`config.mk`:
```
export PLATFORM = sky130hd
export DESIGN_NAME = in_port_unit_flat
export DESIGN_NICKNAME = d
export VERILOG_FILES = /design/src/rtl/in_port_unit_pkg.sv /design/src/rtl/in_port_unit_if.sv /design/src/rtl/in_port_unit_fifo.sv /design/src/rtl/in_port_unit.sv /design/src/flat_wrapper.sv
export SDC_FILE = /design/constraint.sdc
export NUM_CORES = 1
export LEC_CHECK = 0
export BUFFER_PORTS_ARGS = -buffer_cell sky130_fd_sc_hd__buf_2
export CORE_MARGIN = 4
export CORE_UTILIZATION = 40
export CTS_CLUSTER_DIAMETER = 200
export DETAILED_ROUTE_END_ITERATION = 16
export PLACE_DENSITY = 0.62
export SLEW_MARGIN = 20
export SYNTH_ARGS = -nofsm -noshare
export SYNTH_HDL_FRONTEND = slang
export SYNTH_HIERARCHICAL = 1
export SYNTH_SLANG_ARGS = --single-unit
```
`constraint.sdc`:
```
create_clock -name clock -period 4.66 [get_ports clock]
set_input_delay 0.233 -clock clock [delete_from_list [all_inputs] [get_ports clock]]
set_output_delay 0.233 -clock clock [all_outputs]
set_load 0.02 [all_outputs]
```
`src/rtl/in_port_unit_pkg.sv`:
```
// Shared parameters and types for the CPU input-port unit.
package in_port_pkg;

  localparam int unsigned DATA_W = 32;
  localparam int unsigned DEPTH  = 4;
  localparam int unsigned ADDR_W = 2;
  localparam int unsigned CNT_W  = ADDR_W + 1;

  typedef logic [DATA_W-1:0] word_t;

  // Read-side FSM: IDLE presents the FIFO head, HOLD presents the latched word
  typedef enum logic {
    IDLE = 1'b0,
    HOLD = 1'b1
  } rd_state_e;

endpackage

```
`src/rtl/in_port_unit_if.sv`:
```
// Device handshake plus datapath control and status for the input-port unit.
interface in_port_unit_if;
  import in_port_pkg::*;

  logic [DATA_W-1:0] dev_data;
  logic              dev_valid;
  logic              dev_ready;
  logic              InPortOut;
  logic [DATA_W-1:0] BusMuxInPort;
  logic              data_avail;
  logic [CNT_W-1:0]  fill_count;
  logic              underflow;

  // Environment side: device and datapath control
  modport master (
    output dev_data, dev_valid, InPortOut,
    input  dev_ready, BusMuxInPort, data_avail, fill_count, underflow
  );

  // Port unit side
  modport slave (
    input  dev_data, dev_valid, InPortOut,
    output dev_ready, BusMuxInPort, data_avail, fill_count, underflow
  );

endinterface

```
`src/rtl/in_port_unit_fifo.sv`:
```
// Synchronous FIFO with head peek, full/empty flags and an occupancy count.
// Push while full and pop while empty are ignored. DEPTH must be a power of two.
module in_port_fifo
  import in_port_pkg::*;
#(
  parameter int unsigned W  = DATA_W,
  parameter int unsigned D  = DEPTH,
  parameter int unsigned AW = ADDR_W
) (
  input  logic          clock,
  input  logic          clear,
  input  logic          i_push,
  input  logic [W-1:0]  i_wdata,
  input  logic          i_pop,
  output logic [W-1:0]  o_head,
  output logic          o_full,
  output logic          o_empty,
  output logic [AW:0]   o_count
);

  localparam int unsigned CW = AW + 1;

  logic [W-1:0]  r_mem [D];
  logic [AW-1:0] r_wr_ptr;
  logic [AW-1:0] r_rd_ptr;
  logic [AW:0]   r_count;
  logic          w_do_push;
  logic          w_do_pop;

  assign o_full    = (r_count == CW'(D));
  assign o_empty   = (r_count == '0);
  assign o_count   = r_count;
  assign o_head    = r_mem[r_rd_ptr];
  assign w_do_push = i_push && !o_full;
  assign w_do_pop  = i_pop && !o_empty;

  // Storage array; cleared on reset so the head never shows stale data
  always_ff @(posedge clock or negedge clear) begin
    if (!clear) begin
      for (int i = 0; i < int'(D); i++) begin
        r_mem[i] <= '0;
      end
    end else if (w_do_push) begin
      r_mem[r_wr_ptr] <= i_wdata;
    end
  end

  // Pointers wrap naturally at the power-of-two depth
  always_ff @(posedge clock or negedge clear) begin
    if (!clear) begin
      r_wr_ptr <= '0;
      r_rd_ptr <= '0;
    end else begin
      if (w_do_push) r_wr_ptr <= r_wr_ptr + AW'(1);
      if (w_do_pop)  r_rd_ptr <= r_rd_ptr + AW'(1);
    end
  end

  // Occupancy: simultaneous push and pop leave it unchanged
  always_ff @(posedge clock or negedge clear) begin
    if (!clear) begin
      r_count <= '0;
    end else begin
      case ({w_do_push, w_do_pop})
        2'b10:   r_count <= r_count + CW'(1);
        2'b01:   r_count <= r_count - CW'(1);
        default: r_count <= r_count;
      endcase
    end
  end

endmodule

```
`src/rtl/in_port_unit.sv`:
```
// CPU input-port unit: buffers device words and hands one word to the datapath
// bus mux per InPortOut assertion, holding it stable for the whole assertion.
module in_port_unit
  import in_port_pkg::*;
(
  input  logic          clock,
  input  logic          clear,
  in_port_unit_if.slave bus
);

  rd_state_e          r_state;
  rd_state_e          w_state_nxt;
  logic [DATA_W-1:0]  r_held;
  logic [DATA_W-1:0]  w_held_nxt;
  logic               r_underflow;
  logic               w_underflow_nxt;
  logic               w_pop;
  logic [DATA_W-1:0]  w_head;
  logic               w_full;
  logic               w_empty;
  logic [CNT_W-1:0]   w_count;

  in_port_fifo #(
    .W  (DATA_W),
    .D  (DEPTH),
    .AW (ADDR_W)
  ) u_fifo (
    .clock   (clock),
    .clear   (clear),
    .i_push  (bus.dev_valid),
    .i_wdata (bus.dev_data),
    .i_pop   (w_pop),
    .o_head  (w_head),
    .o_full  (w_full),
    .o_empty (w_empty),
    .o_count (w_count)
  );

  assign bus.dev_ready  = !w_full;
  assign bus.data_avail = !w_empty;
  assign bus.fill_count = w_count;
  assign bus.underflow  = r_underflow;

  // Read FSM, held word and underflow flag registers
  always_ff @(posedge clock or negedge clear) begin
    if (!clear) begin
      r_state     <= IDLE;
      r_held      <= '0;
      r_underflow <= 1'b0;
    end else begin
      r_state     <= w_state_nxt;
      r_held      <= w_held_nxt;
      r_underflow <= w_underflow_nxt;
    end
  end

  // Next state: the rising InPortOut level pops once, HOLD waits for it to drop
  always_comb begin
    w_state_nxt     = r_state;
    w_held_nxt      = r_held;
    w_underflow_nxt = r_underflow;
    w_pop           = 1'b0;
    case (r_state)
      IDLE: begin
        if (bus.InPortOut) begin
          w_state_nxt = HOLD;
          if (!w_empty) begin
            w_pop      = 1'b1;
            w_held_nxt = w_head;
          end else begin
            w_held_nxt      = '0;
            w_underflow_nxt = 1'b1;
          end
        end
      end
      HOLD: begin
        if (!bus.InPortOut) begin
          w_state_nxt = IDLE;
        end
      end
      default: begin
        w_state_nxt = IDLE;
      end
    endcase
  end

  // Bus-mux word: live head in IDLE (zero-latency), latched word in HOLD
  always_comb begin
    bus.BusMuxInPort = '0;
    if (r_state == HOLD) begin
      bus.BusMuxInPort = r_held;
    end else if (!w_empty) begin
      bus.BusMuxInPort = w_head;
    end
  end

endmodule

```
`src/flat_wrapper.sv`:
```
// flat-port wrapper written by rule: the top's interface ports become plain ports
module in_port_unit_flat import in_port_pkg::*;
  (clock, clear, bus_dev_data, bus_dev_valid, bus_InPortOut, bus_dev_ready, bus_BusMuxInPort, bus_data_avail, bus_fill_count, bus_underflow);
  in_port_unit_if bus_i ();
  input  logic clock;
  input  logic clear;
  input wire logic [$bits(bus_i.dev_data)-1:0] bus_dev_data;
  input wire logic [$bits(bus_i.dev_valid)-1:0] bus_dev_valid;
  input wire logic [$bits(bus_i.InPortOut)-1:0] bus_InPortOut;
  output wire logic [$bits(bus_i.dev_ready)-1:0] bus_dev_ready;
  output wire logic [$bits(bus_i.BusMuxInPort)-1:0] bus_BusMuxInPort;
  output wire logic [$bits(bus_i.data_avail)-1:0] bus_data_avail;
  output wire logic [$bits(bus_i.fill_count)-1:0] bus_fill_count;
  output wire logic [$bits(bus_i.underflow)-1:0] bus_underflow;
  assign bus_i.dev_data = bus_dev_data;
  assign bus_i.dev_valid = bus_dev_valid;
  assign bus_i.InPortOut = bus_InPortOut;
  assign bus_dev_ready = bus_i.dev_ready;
  assign bus_BusMuxInPort = bus_i.BusMuxInPort;
  assign bus_data_avail = bus_i.data_avail;
  assign bus_fill_count = bus_i.fill_count;
  assign bus_underflow = bus_i.underflow;
  in_port_unit u_core (.clock(clock), .clear(clear), .bus(bus_i));
endmodule
```
After elaboration in Yosys (flattened, before gate mapping):

Index checks and enable logic that the tools add are counted.

* bits in registers: 169
* input port bits: 36
* output and inout port bits: 38
* word-level logic and storage cells: 45

* add/subtract/negate cells: 4
* $lt $le $gt $ge: 3
* eq/ne operators: 3
* muxes and demuxes: 13
* bitwise logic cells: 3
* reduce and logical (&&, ||, !) cells: 9

Operators by type and width (number)
* $mux 32: 5
* $bwmux 128: 1
* $bmux 32 s2: 1
* $demux 32 s2: 1
* $ge 3x3->1 const B: 2
* $not 2->3: 2
* $pmux 3 s2: 1
* $add 2x1->2 const B: 2
* $mux 1: 4
* $add 3x1->3 const B: 1
* $eq 3x3->1 const B: 1
* $logic_and 1x1->1: 3
* $logic_not 3->1: 1
* $lt 3x1->1 const B: 1
* $reduce_and 3->1: 1
* $sub 3x1->3 const B: 1
* $eq 2x1->1 const B: 1
* $eq 2x2->1 const B: 1
* $logic_not 1->1: 2
* $reduce_and 2->1: 1
* $reduce_bool 2->1: 1
* $not 1->1: 1

Longest topological paths before layout:

* depth after elaboration: 7
* gate-level depth with buffers: 12
* depth with buffers taken out: 10

Hierarchy:

Netlist, hierarchy kept.

By module, submodules not included
* in_port_fifo: times used 1, cells each 348, area each 5963.2 um2, seq. area each 3378.2 um2
* in_port_unit: times used 1, cells each 213, area each 1909.3 um2, seq. area each 850.8 um2

Worst setup path before layout:

OpenSTA, ideal clock, no wires.

* path type: flip-flop to flip-flop
* from: register u_core.u_fifo.r_count[0], in the netlist u_core/u_fifo/o_count[0]
* to: register u_core.u_fifo.r_count[2], in the netlist u_core/u_fifo/o_count[2]
* data arrival time: 2.289 ns
* slack: 2.237 ns
* stages on the path, launching flop included: 12
* clock period less this slack: 2.423 ns
* path through: dfrtp_1 -> nor3_1 -> clkbuf_1 -> inv_2 -> and2_1 -> o31a_1 -> ha_1 -> inv_1 -> fa_1 -> xor2_1 -> nor2_1 -> xor2_1

* elaborated cells between the ends (all ways): 15

RTL lines
* from (decl): RTL line in_port_unit_fifo.sv:26 `logic [AW:0] r_count;`
* from (signal assigned): RTL line in_port_unit_fifo.sv:65 `2'b10: r_count <= r_count + CW'(1);`
* from (signal assigned): RTL line in_port_unit_fifo.sv:66 `2'b01: r_count <= r_count - CW'(1);`
* from (signal assigned): RTL line in_port_unit_fifo.sv:67 `default: r_count <= r_count;`
* $logic_not 3->1 (*): RTL line in_port_unit_fifo.sv:31 `assign o_empty = (r_count == '0);`
* via u_core.w_empty: RTL line in_port_unit.sv:20 `logic w_empty;`
* $logic_not 1->1 (*)
* via bus_data_avail: RTL line flat_wrapper.sv:12 `output wire logic [$bits(bus_i.data_avail)-1:0] bus_data_avail;`
* $logic_and 1x1->1 (*): RTL line in_port_unit_fifo.sv:35 `assign w_do_pop = i_pop && !o_empty;`
* via u_core.u_fifo.w_do_pop: RTL line in_port_unit_fifo.sv:28 `logic w_do_pop;`
* $eq 2x1->1 or $eq 2x2->1 (tied branches): RTL line in_port_unit_fifo.sv:64 `case ({w_do_push, w_do_pop})`
* $pmux 3 s2 or $reduce_bool 2->1 (tied branches)

Mark *: on every way through the listed nets, which the timed path passes. The rest lies on a longest branch.
A chain may end at the register's enable or synchronous reset.

Worst setup path after layout:

* from: register u_core.u_fifo.r_rd_ptr[0]
* to: output port bus_BusMuxInPort[15]

* longest elaborated chain between the ends: 6

Ends and longest elaborated chain
* from (decl): RTL line in_port_unit_fifo.sv:25 `logic [AW-1:0] r_rd_ptr;`
* from (signal assigned): RTL line in_port_unit_fifo.sv:55 `if (w_do_pop) r_rd_ptr <= r_rd_ptr + AW'(1);`
* $not 2->3 (not written as such): RTL line in_port_unit_fifo.sv:33 `assign o_head = r_mem[r_rd_ptr];`
* $bmux 32 s2: RTL line in_port_unit_fifo.sv:33
* $mux 32 (not written as such) (2 in series): RTL line in_port_unit_fifo.sv:33
* via u_core.w_head[15]: RTL line in_port_unit.sv:18 `logic [DATA_W-1:0] w_head;`
* $mux 32: RTL line in_port_unit.sv:92 `end else if (!w_empty) begin`
* $mux 32: RTL line in_port_unit.sv:90 `if (r_state == HOLD) begin`
* to (decl): RTL line flat_wrapper.sv:11 `output wire logic [$bits(bus_i.BusMuxInPort)-1:0] bus_BusMuxInPort;`

The timed path passes the listed nets, and every way through them passes these cells. The select of a mux whose other input is x is not followed.

==> results_dict.tcl <==
set metrics [dict create \
    status "finished clean" \
    drc 0 \
    drt_iter0_markers 179 \
    grt_pass1_vias 5088 \
    synth-simple-area-share 0.05181 \
    setup_tns_ns 0 \
    netlist_area_um2 7873 \
    ys_warn_count 6 \
    antenna_left 0 \
    fmax_ghz 0.3441 \
    gp_congestion 0.7237 \
    synth_top_family_by_area "multiplexers" \
    synth_mux_area_frac 0.3180 \
    ys_ff_latch 169 \
    drive_gt1_frac 0.4386 \
    post-route-period-util 0.6237 \
    power_density_nw_per_um2 763.7 \
    finalWorstPathRequiredPeriod_ns 2.906 \
    rr_endpoint "u_core/u_fifo/o_count[2]" \
    synth_fa_ha_area_frac 0.01049 \
    drv_slew 0 \
    worst-r2r-setup-slack_ns 2.26 \
    cts_made_buffers 17 \
    cts_tree "yes" \
    portBuffers 73 \
    num_io_pins 74 \
    dr.pass1.iters 4 \
    synth-compound-area-share 0.02241 \
    rsz0062_at_grt "no" \
    dp.final_hpwl_um 10780 \
    dp_cells 875 \
    critPathLaunchType "flop" \
    slew-limit-headroom 0.3774 \
    cts_resized 0 \
    cp.arrival_ns 2.67 \
    cts_buffer_depth 2 \
    critPathKind "reg -> out" \
    syn_area_per_cell_um2 14.03 \
    vdd_drop_max_uv 437.8 \
    yosysSeqAreaShare 0.5372 \
    synthDistinctLibCells 24 \
    viasPerCell 4.999 \
    grt_pass1_wl_um 27480 \
    synthToLayoutAreaGrowth_pct 15.85 \
    final_nets 673 \
    cts_sinks 169 \
    synth_nets 603 \
    die_area_um2 21990 \
    setup_violations 0 \
    r2r_start "u_core/u_fifo/o_count[0]" \
    rr_worst_depth 8 \
    min_from "bus_dev_data[15]" \
    worst_hold_path.endpoint "u_core/u_fifo/r_mem[47]" \
    finalNonFillerCells 910 \
    finalClockSkew_ns 0.005739 \
    rows 51 \
    hp-class "in -> reg" \
    cts_setup_buffers 0 \
    hold_path_depth 2 \
    vias 4549 \
    grt_use_total 0.1598 \
    wire_per_inst_um 18.15 \
    synth_xor_area_frac 0.006675 \
    grt.overflow.total 0 \
    die_y_um 148.3 \
    cp_max_fo 22 \
    grt_max_degree 85 \
    antenna_found_initial 3 \
    routed_wl_um 16520 \
    core_region_area_um2 19400 \
    syn_inst 561 \
    tightest_slew_ns 0.9339 \
    start_util 0.4058 \
    die_w_um 148.3 \
    end_kind "output pin" \
    cp.required_ns 4.43 \
    clk_pin_slew_worst_paths_ns 0.06 \
    htreeDepth 4 \
    final_hold_viol_count 0 \
    power_leakage_uw 0.003964 \
    clockRootBuffer "clkbuf_16" \
    clk_latency_ns 0.42 \
    max-cap-violations 0 \
]
[stage by stage]
stage,util,power (uW),cell area [um2],setup slack (ns),hold WS (ns)
2_1_floorplan,-,4774,7873,2.237,-0.06259
3_3_place_gp,0.4323,5368,8386,2.152,0.3236
3_5_place_dp,0.4376,5574,8488,2.122,0.3380
4_1_cts,0.4699,7052,9115,1.655,0.06372
5_1_grt,0.4700,7442,9117,1.514,0.07673
6_report,0.4701,6965,9120,1.754,0.08607
[layer usage]
metal	track usage	wire, um	vias up
li1	-	-	2083
met1	0.2141	7682	2370
met2	0.2592	8027	68
met3	0.03595	517	24
met4	0.05450	263	4
met5	0	27	-
[synth_stat cells]
| cell type | number | area (um2) |
|---|---|---|
| a21o_1 | 1 | 7.510 |
| o31a_1 | 1 | 8.760 |
| clkbuf_1 | 8 | 30.03 |
| dfrtp_1 | 169 | 4229 |
| xor2_1 | 3 | 26.28 |
| nor2_1 | 5 | 18.77 |
| xnor2_1 | 3 | 26.28 |
| nor3b_4 | 1 | 18.77 |
| ha_1 | 5 | 62.56 |
| inv_2 | 1 | 3.750 |
| and2_1 | 1 | 6.260 |
| nor3_1 | 1 | 5.000 |
| nand2b_1 | 33 | 206.5 |
| buf_2 | 9 | 45.04 |
| nand2_1 | 37 | 138.9 |
| nor2b_4 | 1 | 13.76 |
| fa_1 | 1 | 20.02 |
| buf_8 | 2 | 30.03 |
| inv_1 | 38 | 142.6 |
| mux2_2 | 129 | 1453 |
| mux2i_1 | 33 | 330.3 |
| buf_6 | 15 | 168.9 |
| o21ai_1 | 32 | 160.2 |
| mux4_2 | 32 | 720.7 |
[cells in the final DEF, fill, tap and decap left out, types with 3 or more instances in the layout]
cell type	n
dfrtp_1	166
mux2_2	129
buf_2	72
inv_1	38
nand2_1	37
nand2b_1	33
mux2i_1	33
o21ai_1	32
mux4_2	32
clkbuf_16	17
buf_4	6
ha_1	5
clkbuf_1	4
clkbuf_8	4
nor2_4	4
bufinv_16	3
dfrtp_2	3
xnor2_1	3
xor2_1	3
buf_16	3
[flip-flops by register name, summed over array words and instances (netlist names)]
register	count
u_core/u_fifo/r_rd_ptr	2
u_core/r_held	32
u_core/r_state	1
u_core/bus.underflow	1
u_core/u_fifo/o_count	3
u_core/u_fifo/r_mem	128
u_core/u_fifo/r_wr_ptr	2
[timing repair]
action,CTS,global route
endpoints found under the setup margin,0,0
hold buffers,2,0
endpoints found under the hold margin,83,0
[worst max-delay path, stage by stage (launching register included)]
cell and delay (ns):
dfrtp_2 0.87, buf_4 0.43, mux4_2 0.58, nand2b_1 0.13, o21ai_1 0.06, buf_2 0.18
[logic make-up after synthesis]
| group | count (synthesis) |
|---|---|
| xor gates and xnor gates | 6 |
| buffers and inverters | 73 |
| DFF | 169 |
| and+or+nand+nor | 79 |
| muxes | 194 |
| AOI/OAI and AO/OA | 34 |
| adders and majority gates | 6 |
[how the worst max path moves through the flow]
stage / from / endpoint / slack, ns / cells after the start
finish: u_core/u_fifo/r_rd_ptr[0] / bus_BusMuxInPort[15] / 1.75 / 5
global route: u_core/u_fifo/r_rd_ptr[0] / bus_BusMuxInPort[17] / 1.51 / 5
CTS: u_core/u_fifo/r_rd_ptr[0] / bus_BusMuxInPort[15] / 1.65 / 5
detailed placement: u_core/u_fifo/r_rd_ptr[0] / bus_BusMuxInPort[15] / 2.12 / 5
global placement: u_core/u_fifo/r_rd_ptr[0] / bus_BusMuxInPort[15] / 2.15 / 5
floorplan: u_core/u_fifo/o_count[0] / u_core/u_fifo/o_count[2] / 2.24 / 11
[where the power goes]
part	internal [uW]	leakage [uW]	total [uW]	switching [uW]
clock network	899	0.000294	1450	554
logic	1520	0.00165	2800	1280
registers	2210	0.00202	2710	505
[layout make-up]
type / instances / area [um2]
well taps: 265 / 331.6
diodes: 2 / 5.005
clock inverters: 6 / 111.4
multi-input cells: 319 / 3258
fillers: 1741 / 10280
repair buffers: 85 / 539.3
clock buffers: 25 / 495.5
inverters: 39 / 146.4
flip-flops and latches: 169 / 4233
Power figures use the tool's default switching activity.
